## config.mk

```make
export PLATFORM = sky130hd
export DESIGN_NAME = microphone_multi
export DESIGN_NICKNAME = d
export VERILOG_FILES = /design/src/rtl/microphone_pkg.sv /design/src/rtl/microphone_fifo.sv /design/src/rtl/microphone_multi.sv
export SDC_FILE = /design/constraint.sdc
export NUM_CORES = 1
export LEC_CHECK = 0
export ABC_AREA = 1
export CAP_MARGIN = 0
export CORE_UTILIZATION = 50
export DETAILED_ROUTE_END_ITERATION = 7
export GPL_TIMING_DRIVEN = 1
export PLACE_DENSITY_LB_ADDON = 0.2
export SLEW_MARGIN = 20
export SYNTH_ARGS = -nofsm -noshare
export SYNTH_HDL_FRONTEND = slang
export SYNTH_SLANG_ARGS = --single-unit
```

## constraint.sdc

```tcl
create_clock -name clock_25m -period 5.21 [get_ports clock_25m]
set_clock_uncertainty 0.05 [all_clocks]
set_input_delay 1.3025 -clock clock_25m [delete_from_list [all_inputs] [get_ports clock_25m]]
set_output_delay 1.3025 -clock clock_25m [all_outputs]
set_load 0.005 [all_outputs]
```

## src/rtl/microphone_pkg.sv

```systemverilog
// microphone_pkg
//   Shared definitions for the multi-channel microphone controller:
//   mic/CPU FSM state encodings, the CPU word width and the FIFO entry
//   field layout ({channel, sample data}).
package microphone_pkg;

    // Width of the word presented to the CPU; samples are left-aligned in it.
    localparam int CPU_WORD_WIDTH      = 32;
    // Channel tag stored alongside each sample (0 = left, 1 = right).
    localparam int CHANNEL_FIELD_WIDTH = 1;

    typedef enum logic [2:0] {
        MIC_IDLE,
        MIC_ARM,
        MIC_PULSE,
        MIC_SHIFT,
        MIC_PUSH
    } mic_state_t;

    typedef enum logic [1:0] {
        CPU_IDLE,
        CPU_RESPONSE,
        CPU_CONSUME
    } cpu_state_t;

    // Total FIFO entry width for a given sample width.
    function automatic int entry_width(input int sample_width);
        return CHANNEL_FIELD_WIDTH + sample_width;
    endfunction

endpackage

```

## src/rtl/microphone_fifo.sv

```systemverilog
// microphone_fifo
//   Synchronous FIFO, first-word-fall-through (rdata always shows the head).
//   Simultaneous push and pop are both honoured. The caller guarantees no
//   push when full and no pop when empty.
// Ports:
//   clock_25m    system clock, rising edge
//   reset_25m_n  asynchronous active-low reset (pointers/count only)
//   push, wdata  write one entry
//   pop          discard the head entry
//   rdata        head entry
//   count        occupancy, 0..DEPTH
//   empty        count == 0
module microphone_fifo #(
    parameter int WIDTH = 25,
    parameter int DEPTH = 8
) (
    input  logic                     clock_25m,
    input  logic                     reset_25m_n,
    input  logic                     push,
    input  logic                     pop,
    input  logic [WIDTH-1:0]         wdata,
    output logic [WIDTH-1:0]         rdata,
    output logic [$clog2(DEPTH):0]   count,
    output logic                     empty
);

    localparam int PTR_W   = $clog2(DEPTH);
    localparam int COUNT_W = PTR_W + 1;

    logic [WIDTH-1:0] mem [DEPTH];
    logic [PTR_W-1:0] wptr;
    logic [PTR_W-1:0] rptr;

    // NOTE: the storage array has no reset; only pointers and count need a
    // defined value, and leaving memories unreset keeps them in plain RAM.
    always_ff @(posedge clock_25m) begin
        if (push) begin
            mem[wptr] <= wdata;
        end
    end

    // DEPTH is a power of two, so pointers wrap naturally.
    always_ff @(posedge clock_25m or negedge reset_25m_n) begin
        if (!reset_25m_n) begin
            wptr  <= '0;
            rptr  <= '0;
            count <= '0;
        end else begin
            if (push) begin
                wptr <= wptr + PTR_W'(1);
            end
            if (pop) begin
                rptr <= rptr + PTR_W'(1);
            end
            unique case ({push, pop})
                2'b10:   count <= count + COUNT_W'(1);
                2'b01:   count <= count - COUNT_W'(1);
                default: count <= count;
            endcase
        end
    end

    assign rdata = mem[rptr];
    assign empty = (count == '0);

endmodule

```

## src/rtl/microphone_multi.sv

```systemverilog
// microphone_multi
//   WM8731 DSP-mode ADC capture for 1 or 2 channels, buffered in a FIFO and
//   handed to the CPU through a command/response handshake.
// Optional build macro: MICROPHONE_DROP_COUNT_EN adds microphone_drop_count,
//   a saturating count of dropped frames cleared by overflow_clear.
// Ports:
//   clock_25m, reset_25m_n   system clock / async active-low reset
//   clock_valid              0 freezes every register (reset still acts)
//   codec_initialized        CPU handshake is ignored until 1
//   clock_sample             async sample-rate clock; rising edge = new frame
//   microphone_command       CPU request level
//   microphone_response      registered response to the CPU
//   microphone_sample        FIFO head word, left-aligned, zero-padded
//   microphone_channel       channel tag of the head word (0 left, 1 right)
//   microphone_overflow      sticky dropped-frame flag
//   overflow_clear           clears the flag; wins over a same-cycle set
//   AUD_BCLK                 codec bit clock
//   AUD_ADCLRCK              frame sync pulse to the codec
//   AUD_ADCDAT               serial ADC data, MSB first
module microphone_multi
    import microphone_pkg::*;
#(
    parameter int SAMPLE_WIDTH = 24,
    parameter int CHANNELS     = 2,
    parameter int FIFO_DEPTH   = 8
) (
    input  logic                      clock_25m,
    input  logic                      reset_25m_n,
    input  logic                      clock_valid,
    input  logic                      codec_initialized,
    input  logic                      clock_sample,
    input  logic                      microphone_command,
    output logic                      microphone_response,
    output logic [CPU_WORD_WIDTH-1:0] microphone_sample,
    output logic                      microphone_channel,
    output logic                      microphone_overflow,
    input  logic                      overflow_clear,
    input  logic                      AUD_BCLK,
    output logic                      AUD_ADCLRCK,
    input  logic                      AUD_ADCDAT
`ifdef MICROPHONE_DROP_COUNT_EN
    ,
    output logic [15:0]               microphone_drop_count
`endif
);

    localparam int TOTAL_BITS = CHANNELS * SAMPLE_WIDTH;
    localparam int BIT_W      = $clog2(TOTAL_BITS + 1);
    localparam int ENTRY_W    = entry_width(SAMPLE_WIDTH);
    localparam int COUNT_W    = $clog2(FIFO_DEPTH) + 1;

    // ------------------------------------------------------------------
    // Input conditioning: clock_sample synchronizer and BCLK edge detect
    // ------------------------------------------------------------------
    logic sample_sync1, sample_sync2, sample_last;
    logic bclk_last;
    logic sample_rise, bclk_rise, bclk_fall;

    // NOTE: sequential state uses non-blocking assignments only, so every
    // flop samples pre-edge values regardless of statement order.
    always_ff @(posedge clock_25m or negedge reset_25m_n) begin
        if (!reset_25m_n) begin
            sample_sync1 <= 1'b0;
            sample_sync2 <= 1'b0;
            sample_last  <= 1'b0;
            bclk_last    <= 1'b1;
        end else if (clock_valid) begin
            sample_sync1 <= clock_sample;
            sample_sync2 <= sample_sync1;
            sample_last  <= sample_sync2;
            bclk_last    <= AUD_BCLK;
        end
    end

    assign sample_rise = sample_sync2 & ~sample_last;
    assign bclk_rise   = ~bclk_last & AUD_BCLK;
    assign bclk_fall   = bclk_last & ~AUD_BCLK;

    // ------------------------------------------------------------------
    // Mic FSM
    // ------------------------------------------------------------------
    mic_state_t              mic_state, mic_next;
    logic                    pending;
    logic [BIT_W-1:0]        bitcnt;
    logic [TOTAL_BITS-1:0]   shreg;
    logic                    push_ch;
    logic                    push_last;

    logic                    lrck_set, lrck_clr, pending_clr, shift_en;
    logic                    fifo_push, frame_drop, sample_drop;

    logic [ENTRY_W-1:0]      fifo_wdata, fifo_rdata;
    logic [COUNT_W-1:0]      fifo_count;
    logic                    fifo_empty, fifo_pop;

    assign push_last = (push_ch == 1'(CHANNELS - 1));

    always_ff @(posedge clock_25m or negedge reset_25m_n) begin
        if (!reset_25m_n) begin
            mic_state <= MIC_IDLE;
        end else if (clock_valid) begin
            mic_state <= mic_next;
        end
    end

    // NOTE: every signal assigned here gets a default first, so no path
    // leaves one unassigned and no latch is inferred.
    always_comb begin
        mic_next    = mic_state;
        lrck_set    = 1'b0;
        lrck_clr    = 1'b0;
        pending_clr = 1'b0;
        shift_en    = 1'b0;
        fifo_push   = 1'b0;
        frame_drop  = 1'b0;
        unique case (mic_state)
            MIC_IDLE: begin
                if (pending) mic_next = MIC_ARM;
            end
            MIC_ARM: begin
                if (bclk_fall) begin
                    lrck_set    = 1'b1;
                    pending_clr = 1'b1;
                    mic_next    = MIC_PULSE;
                end
            end
            MIC_PULSE: begin
                // Exactly one BCLK rise lies between the arming fall and the
                // next fall, so waiting for a fall skips that first rise.
                if (bclk_fall) begin
                    lrck_clr = 1'b1;
                    mic_next = MIC_SHIFT;
                end
            end
            MIC_SHIFT: begin
                if (bclk_rise) begin
                    shift_en = 1'b1;
                    if (bitcnt == BIT_W'(TOTAL_BITS - 1)) mic_next = MIC_PUSH;
                end
            end
            MIC_PUSH: begin
                // Room for the whole frame is checked once, before the left
                // word; pops in the meantime only add room.
                if (!push_ch && (fifo_count > COUNT_W'(FIFO_DEPTH - CHANNELS))) begin
                    frame_drop = 1'b1;
                    mic_next   = MIC_IDLE;
                end else begin
                    fifo_push = 1'b1;
                    if (push_last) mic_next = MIC_IDLE;
                end
            end
            default: mic_next = MIC_IDLE;
        endcase
    end

    // A new sample edge while the previous frame has not yet started is lost.
    assign sample_drop = sample_rise & pending;

    always_ff @(posedge clock_25m or negedge reset_25m_n) begin
        if (!reset_25m_n) begin
            pending             <= 1'b0;
            AUD_ADCLRCK         <= 1'b0;
            bitcnt              <= '0;
            shreg               <= '0;
            push_ch             <= 1'b0;
            microphone_overflow <= 1'b0;
        end else if (clock_valid) begin
            if (pending_clr)      pending <= 1'b0;
            else if (sample_rise) pending <= 1'b1;

            if (lrck_set)      AUD_ADCLRCK <= 1'b1;
            else if (lrck_clr) AUD_ADCLRCK <= 1'b0;

            if (lrck_clr)      bitcnt <= '0;
            else if (shift_en) bitcnt <= bitcnt + BIT_W'(1);

            // The top SAMPLE_WIDTH bits always hold the next word to push.
            if (shift_en)       shreg <= {shreg[TOTAL_BITS-2:0], AUD_ADCDAT};
            else if (fifo_push) shreg <= shreg << SAMPLE_WIDTH;

            if (fifo_push) push_ch <= push_last ? 1'b0 : 1'b1;

            if (overflow_clear)                  microphone_overflow <= 1'b0;
            else if (frame_drop || sample_drop)  microphone_overflow <= 1'b1;
        end
    end

`ifdef MICROPHONE_DROP_COUNT_EN
    logic [1:0]  drop_events;
    logic [15:0] drop_count;

    assign drop_events = {1'b0, frame_drop} + {1'b0, sample_drop};

    always_ff @(posedge clock_25m or negedge reset_25m_n) begin
        if (!reset_25m_n) begin
            drop_count <= '0;
        end else if (clock_valid) begin
            if (overflow_clear) begin
                drop_count <= '0;
            end else if (drop_events != 2'd0) begin
                if (drop_count > 16'hFFFF - 16'(drop_events)) drop_count <= 16'hFFFF;
                else                                           drop_count <= drop_count + 16'(drop_events);
            end
        end
    end

    assign microphone_drop_count = drop_count;
`endif

    // ------------------------------------------------------------------
    // Sample FIFO
    // ------------------------------------------------------------------
    logic cpu_pop;

    assign fifo_wdata = {push_ch, shreg[TOTAL_BITS-1 -: SAMPLE_WIDTH]};
    assign fifo_pop   = cpu_pop & clock_valid;

    microphone_fifo #(
        .WIDTH (ENTRY_W),
        .DEPTH (FIFO_DEPTH)
    ) u_fifo (
        .clock_25m   (clock_25m),
        .reset_25m_n (reset_25m_n),
        .push        (fifo_push & clock_valid),
        .pop         (fifo_pop),
        .wdata       (fifo_wdata),
        .rdata       (fifo_rdata),
        .count       (fifo_count),
        .empty       (fifo_empty)
    );

    // Head is forced to zero while empty so the outputs are defined from reset.
    logic [CPU_WORD_WIDTH-1:0] head_word;
    assign head_word = CPU_WORD_WIDTH'(fifo_rdata[SAMPLE_WIDTH-1:0]) << (CPU_WORD_WIDTH - SAMPLE_WIDTH);

    assign microphone_sample  = fifo_empty ? '0   : head_word;
    assign microphone_channel = fifo_empty ? 1'b0 : fifo_rdata[SAMPLE_WIDTH];

    // ------------------------------------------------------------------
    // CPU FSM
    // ------------------------------------------------------------------
    cpu_state_t cpu_state, cpu_next;

    always_ff @(posedge clock_25m or negedge reset_25m_n) begin
        if (!reset_25m_n) begin
            cpu_state           <= CPU_IDLE;
            microphone_response <= 1'b0;
        end else if (clock_valid) begin
            cpu_state           <= cpu_next;
            microphone_response <= (cpu_state == CPU_RESPONSE);
        end
    end

    always_comb begin
        cpu_next = cpu_state;
        cpu_pop  = 1'b0;
        unique case (cpu_state)
            CPU_IDLE: begin
                if (microphone_command && !fifo_empty && codec_initialized) cpu_next = CPU_RESPONSE;
            end
            CPU_RESPONSE: begin
                if (!microphone_command) cpu_next = CPU_CONSUME;
            end
            CPU_CONSUME: begin
                // Only this state pops, so the head is stable during RESPONSE.
                cpu_pop  = 1'b1;
                cpu_next = CPU_IDLE;
            end
            default: cpu_next = CPU_IDLE;
        endcase
    end

endmodule
```

# Yosys cells after proc, flatten, opt, wreduce, memory -nomap -nowiden
# Memory sizes are Yosys's and may differ from the RTL's.
# Cells that the tools add are included.
# Widths: inputs -> output; s select.
# op_classes
addsub	5
order_cmp	1
eq_ne	17
muxes	37
bitwise	9
n_reduce_logical	23
# op_table
cell	n
$mux 48	2
$mux 32	1
$mux 3	7
$mux 1	20
$pmux 3 s5	1
$ne 2x2->1 const B	7
$mux 6	2
$reduce_and 2->1	6
$reduce_bool 2->1	6
$pmux 4 s2	1
$reduce_and 7->1	1
$add 3x1->3 const B	2
$add 6x1->6 const B	1
$and 1x1->1	6
$eq 3x2->1 const B	2
$eq 6x6->1 const B	1
$add 4x1->4 const B	1
$eq 2x1->1 const B	2
$eq 2x2->1 const B	2
$gt 4x3->1 const B	1
$logic_not 4->1	1
$mux 2	2
$pmux 2 s2	1
$sub 4x1->4 const B	1
10 further kinds	15
# word_totals
regBits	78
mem_bits_rw	200
in_bits	9
output_inout_bits	36
word_cells	109
memories	1
# memory_table
name	depth	width	rd	rd_clocked_by_memory_dff	write_ports	line	text
u_fifo.mem	8	25	1	0	1	microphone_fifo.sv:30	logic [WIDTH-1:0] mem [DEPTH];

# Longest topological paths before layout
# logic_depth
depth_word	7
ltp_mapped	14
depth_no_buf	14

# Cells and area by module
# Synthesis repeated with hierarchy kept, for this count alone.
# hier_totals
cells_unflattened	1074
hier_area_um2	11776.3
# modules_own_cells
mod	n_inst	cells_per_inst	area_each_um2	seq_area_each_um2
microphone_fifo	1	638	8294.2	6256.0
microphone_multi	1	436	3482.1	1702.9

# Worst setup path before layout
# OpenSTA, ideal clock, no wires.
# synth_path
path_kind	input to register
start	input port clock_valid
end	memory u_fifo.mem[0][0], enable pin
setup_ps	407
arrival_time_ps	3147
required_ps	4753
path_slack_ps	1606
path_stages	6
path_buffers	1
cell_sequence	buf_4 -> inv_2 -> nor2_4 -> nand2_4 -> or2_2 -> nor2_1
# synth_between
elab_chain_len	3
# synth_lines
item	line	text
start: declaration	microphone_multi.sv:29	input logic clock_valid,
$and 1x1->1	microphone_multi.sv:224	.push (fifo_push & clock_valid),
$mux 1	microphone_fifo.sv:37	if (push) begin
$mux 1 (implied by the code)	microphone_fifo.sv:38	mem[wptr] <= wdata;
end: declaration	microphone_fifo.sv:30	
# Every way passes these cells.

# Worst setup path after layout
# layout_path
start	register u_fifo.rptr[1]
end	output port microphone_sample[27]
# layout_between
elab_chain_len	2
# layout_lines
item	line	text
start: declaration	microphone_fifo.sv:32	logic [PTR_W-1:0] rptr;
start signal: assignment	microphone_fifo.sv:53	rptr <= rptr + PTR_W'(1);
$mem_v2 8x25	n/a	
$mux 32	microphone_multi.sv:236	assign microphone_sample = fifo_empty ? '0 : head_word;
end: declaration	microphone_multi.sv:34	output logic [CPU_WORD_WIDTH-1:0] microphone_sample,
# Every way passes these cells.

==> results by group <==
Setup path
  – CP startpoint: u_fifo.rptr[1]
  – Reg2Reg Launch Point: mic_state[1]
  – Worst setup SP type: flip-flop
  – CP peak stage delay: 1.04 ns
  – CP Capture Type: primary output
  – Crit Path Max Fanout: 57
  – Worst EP required: 3.86 ns
  – R2R Path End: u_fifo.mem[5][9]
  – Worst R2R Path Depth: 8
  – R2R Setup Slk: between 2 and 3 ns
  – Critical-path top delay cell: dfrtp_2
  – Crit path DAT: between 3 and 4 ns
  – Crit-path cells: buf_4 > o21ai_0 > o21ai_0 > o21ai_0 > nor2_1 > clkdlybuf4s50_1
  – Critical path's most frequent cell: o21ai_0
  – Setup Crit Path Kind: reg -> out

Placed design
  – Setup WS pre-CTS: roughly 1.2 ns
  – Final Wtd Congestion: around 0.8
  – I/O Buffers: 36
  – Placed insts: 1342
  – DP Wirelength: between 10000 and 15000 microns

Synth
  – Prevailing post-synth register cell: edfxtp_1
  – Synth warn: 0
  – Syn Area/Cell: 10.9 sq um
  – Asr flop ratio synth: 0.281
  – Area fraction of the dominant cell type after synthesis: 0.520
  – Unique masters post-synth: 32
  – Seq cells post-synth: approximately 280
  – Cell count after synthesis: between 1000 and 1500
  – Dominant cell type by area after synthesis: edfxtp_1
  – Synth cell count leaders: nor2_1 (243), edfxtp_1 (200), o21ai_0 (184)
  – Post-Syn Area: roughly 12000 sq um
  – Post-synth EDFFs: 200
  – Sequential area share after synthesis: 0.689
  – Cell with the most instances after synthesis: nor2_1
  – Synth area leaders: edfxtp_1 (52%), dfrtp_1 (17%), o21ai_0 (8.0%), nor2_1 (7.9%), nand2_1 (3.3%)

Finish
  – Area Growth Syn to Fin: 13.3%
  – Fraction of layout cells with a size suffix above 1: 0.0775
  – Non-Filler Instances: 1394
  – Multi-input logic area: 3070 sq um
  – Nets: about 1100
  – Antenna diodes: 0
  – Fill cells: 1836
  – Final core occ: 0.578
  – Register area: 7960 sq um

Floorplanning
  – Initial core utilization: 0.510
  – Core ar.: roughly 23000 sq um
  – Die Area: approximately 24000 sq um
  – Die W: ~150 microns
  – Die height: about 150 microns
  – FP Rows: between 50 and 60
  – IO Pins: 45

Outcome
  – Run status: finished, final reports clean

Timing
  – Setup TNS: 0 ns
  – Period utilisation layout: 0.858
  – Slew HR: 0.275
  – Fmax: 0.224 GHz
  – Final hold violation count: 0
  – Slew at the pin closest to its max-slew limit: between 1 and 1.5 ns
  – Max-slew violations: 0
  – RSZ-0062 raised after global routing: false
  – Setup violators final: 0
  – Setup ws final: between 0.7 and 0.8 ns
  – Crit path time final: ~4.5 ns

Clock tree
  – Reg clk slew, reported paths: 0.06 ns
  – CTS Hold Bufs: 0
  – CTS tree: yes
  – CTS max path bufs: 3
  – CTS resizes: 0
  – CTS H-Tree Depth: 1
  – Root Driver: clkbuf_16
  – Setup Fix Bufs, Post-CTS: 0
  – Clk_lat worst skew: between 0.5 and 0.6 ns
  – TritonCTS Buffers: 28
  – CTS sink cnt: around 280

Power
  – Peak VDD IR: approximately 0.33 mV
  – Total power: 7.66 mW
  – Static leakage: 5.02 nW
  – Pwr/cell area: around 600 nW/um^2

Drt
  – DRC violations left: 0
  – Vias per std cell: about 5.4
  – DR iter-0 viols: about 600
  – DR vias: approximately 7500
  – WL/cell: 17.1 microns
  – DRT Pass-1 Iters: 5
  – Final WL: 23900 microns
  – Final ANT Viol Nets: 0

Hold path
  – Cell depth of the worst hold path: 1
  – Hold Crit Start: AUD_ADCLRCK
  – Hold path endpoint: AUD_ADCLRCK
  – Hold Crit Class: reg -> reg

GRT
  – Vias in the first global route: between 7000 and 8000
  – GRT Overall Usage: 0.211
  – Initial antenna violation count: 0
  – GRT Residual Overflow: 0
  – Global-route wire length before repair: between 30000 and 40000 microns
  – Largest net degree at the start of global routing: a little over 100

Run
  – Max cap viols: 0
-- cell usage in the layout, fill, tap and decap left out, drive strengths merged --
| master | count |
|---|---|
| nand3 | 24 |
| bufinv | 3 |
| o22ai | 22 |
| clkbuf | 38 |
| xnor2 | 1 |
| clkdlybuf4s50 | 35 |
| or2 | 3 |
| o211ai | 1 |
| nor2 | 245 |
| o21bai | 1 |
| clkinv | 12 |
| dfstp | 1 |
| nand4 | 5 |
| dfrtp | 77 |
| ha | 6 |
| conb | 8 |
| nand2 | 105 |
| a21o | 2 |
| a21oi | 27 |
| nor3 | 1 |
| inv | 56 |
| buf | 20 |
| edfxtp | 200 |
| o21ai | 210 |
| xor2 | 6 |
-- layer usage --
metal | wire length (microns) | vias to the layer above | GRT usage
li1 | - | 3678 | -
met1 | 10600 | 3649 | 0.281
met2 | 11700 | 183 | 0.359
met3 | 1140 | 39 | 0.0276
met4 | 439 | 0 | 0.0667
met5 | 0 | - | 0
-- where the power goes --
part / total (mW) / switching, mW / internal (mW) / leakage (nW)
logic: 2.27 / 1.32 / 0.948 / 1.80
registers: 3.33 / 0.436 / 2.90 / 2.74
clock network: 2.05 / 0.808 / 1.25 / 0.477
-- worst max path at each step --
stage	end	slack [ns]	cells past startpoint
2_1_floorplan	u_fifo.mem[0][0]	1.61	6
3_3_place_gp	u_fifo.mem[5][11]	1.25	9
3_5_place_dp	u_fifo.mem[5][11]	1.18	9
4_1_cts	microphone_sample[27]	0.66	6
5_1_grt	microphone_sample[26]	0.54	6
6_report	microphone_sample[27]	0.74	6
-- stage by stage --
step                      hold slack (ns)  cell area (sq um)
after CTS                           0.443              13100
after global routing                0.455              13100
after detailed placement            0.423              12100
after global placement              0.421              12100
final                               0.435              13100
after floorplan                     0.392              11600
-- sequential cells by signal, indices dropped and copies added, names as in the netlist, 2 cells and up --
name          flops
cpu_state         2
u_fifo.rptr       3
u_fifo.wptr       3
u_fifo.mem      200
bitcnt            6
mic_state         3
u_fifo.count      4
shreg            48
-- final cells by class --
cell class,instances,area share
clock inverters,14,0.0109
flip-flops and latches,278,0.609
well taps,285,0.0273
inverters,57,0.0164
clock buffers,38,0.0628
multi-input cells,667,0.235
repair buffers,55,0.0392
-- cells by family after synthesis --
group / synth area share
fa+ha+maj: 0.00650
flops: 0.689
simple gates: 0.133
xor+xnor: 0.00531
buf+inv: 0.0488
compound gates: 0.117
other cells: 0.000325
-- worst max-delay path, delay by kind of cell, from the launching register on --
family / cells / cell delay (ns)
AO/OA/AOI/OAI: 3 / 0.44
buffers and inverters: 2 / 0.94
flip-flops: 1 / 1.04
AND/OR/NAND/NOR: 1 / 0.14
(Power assumes the default switching activity.)
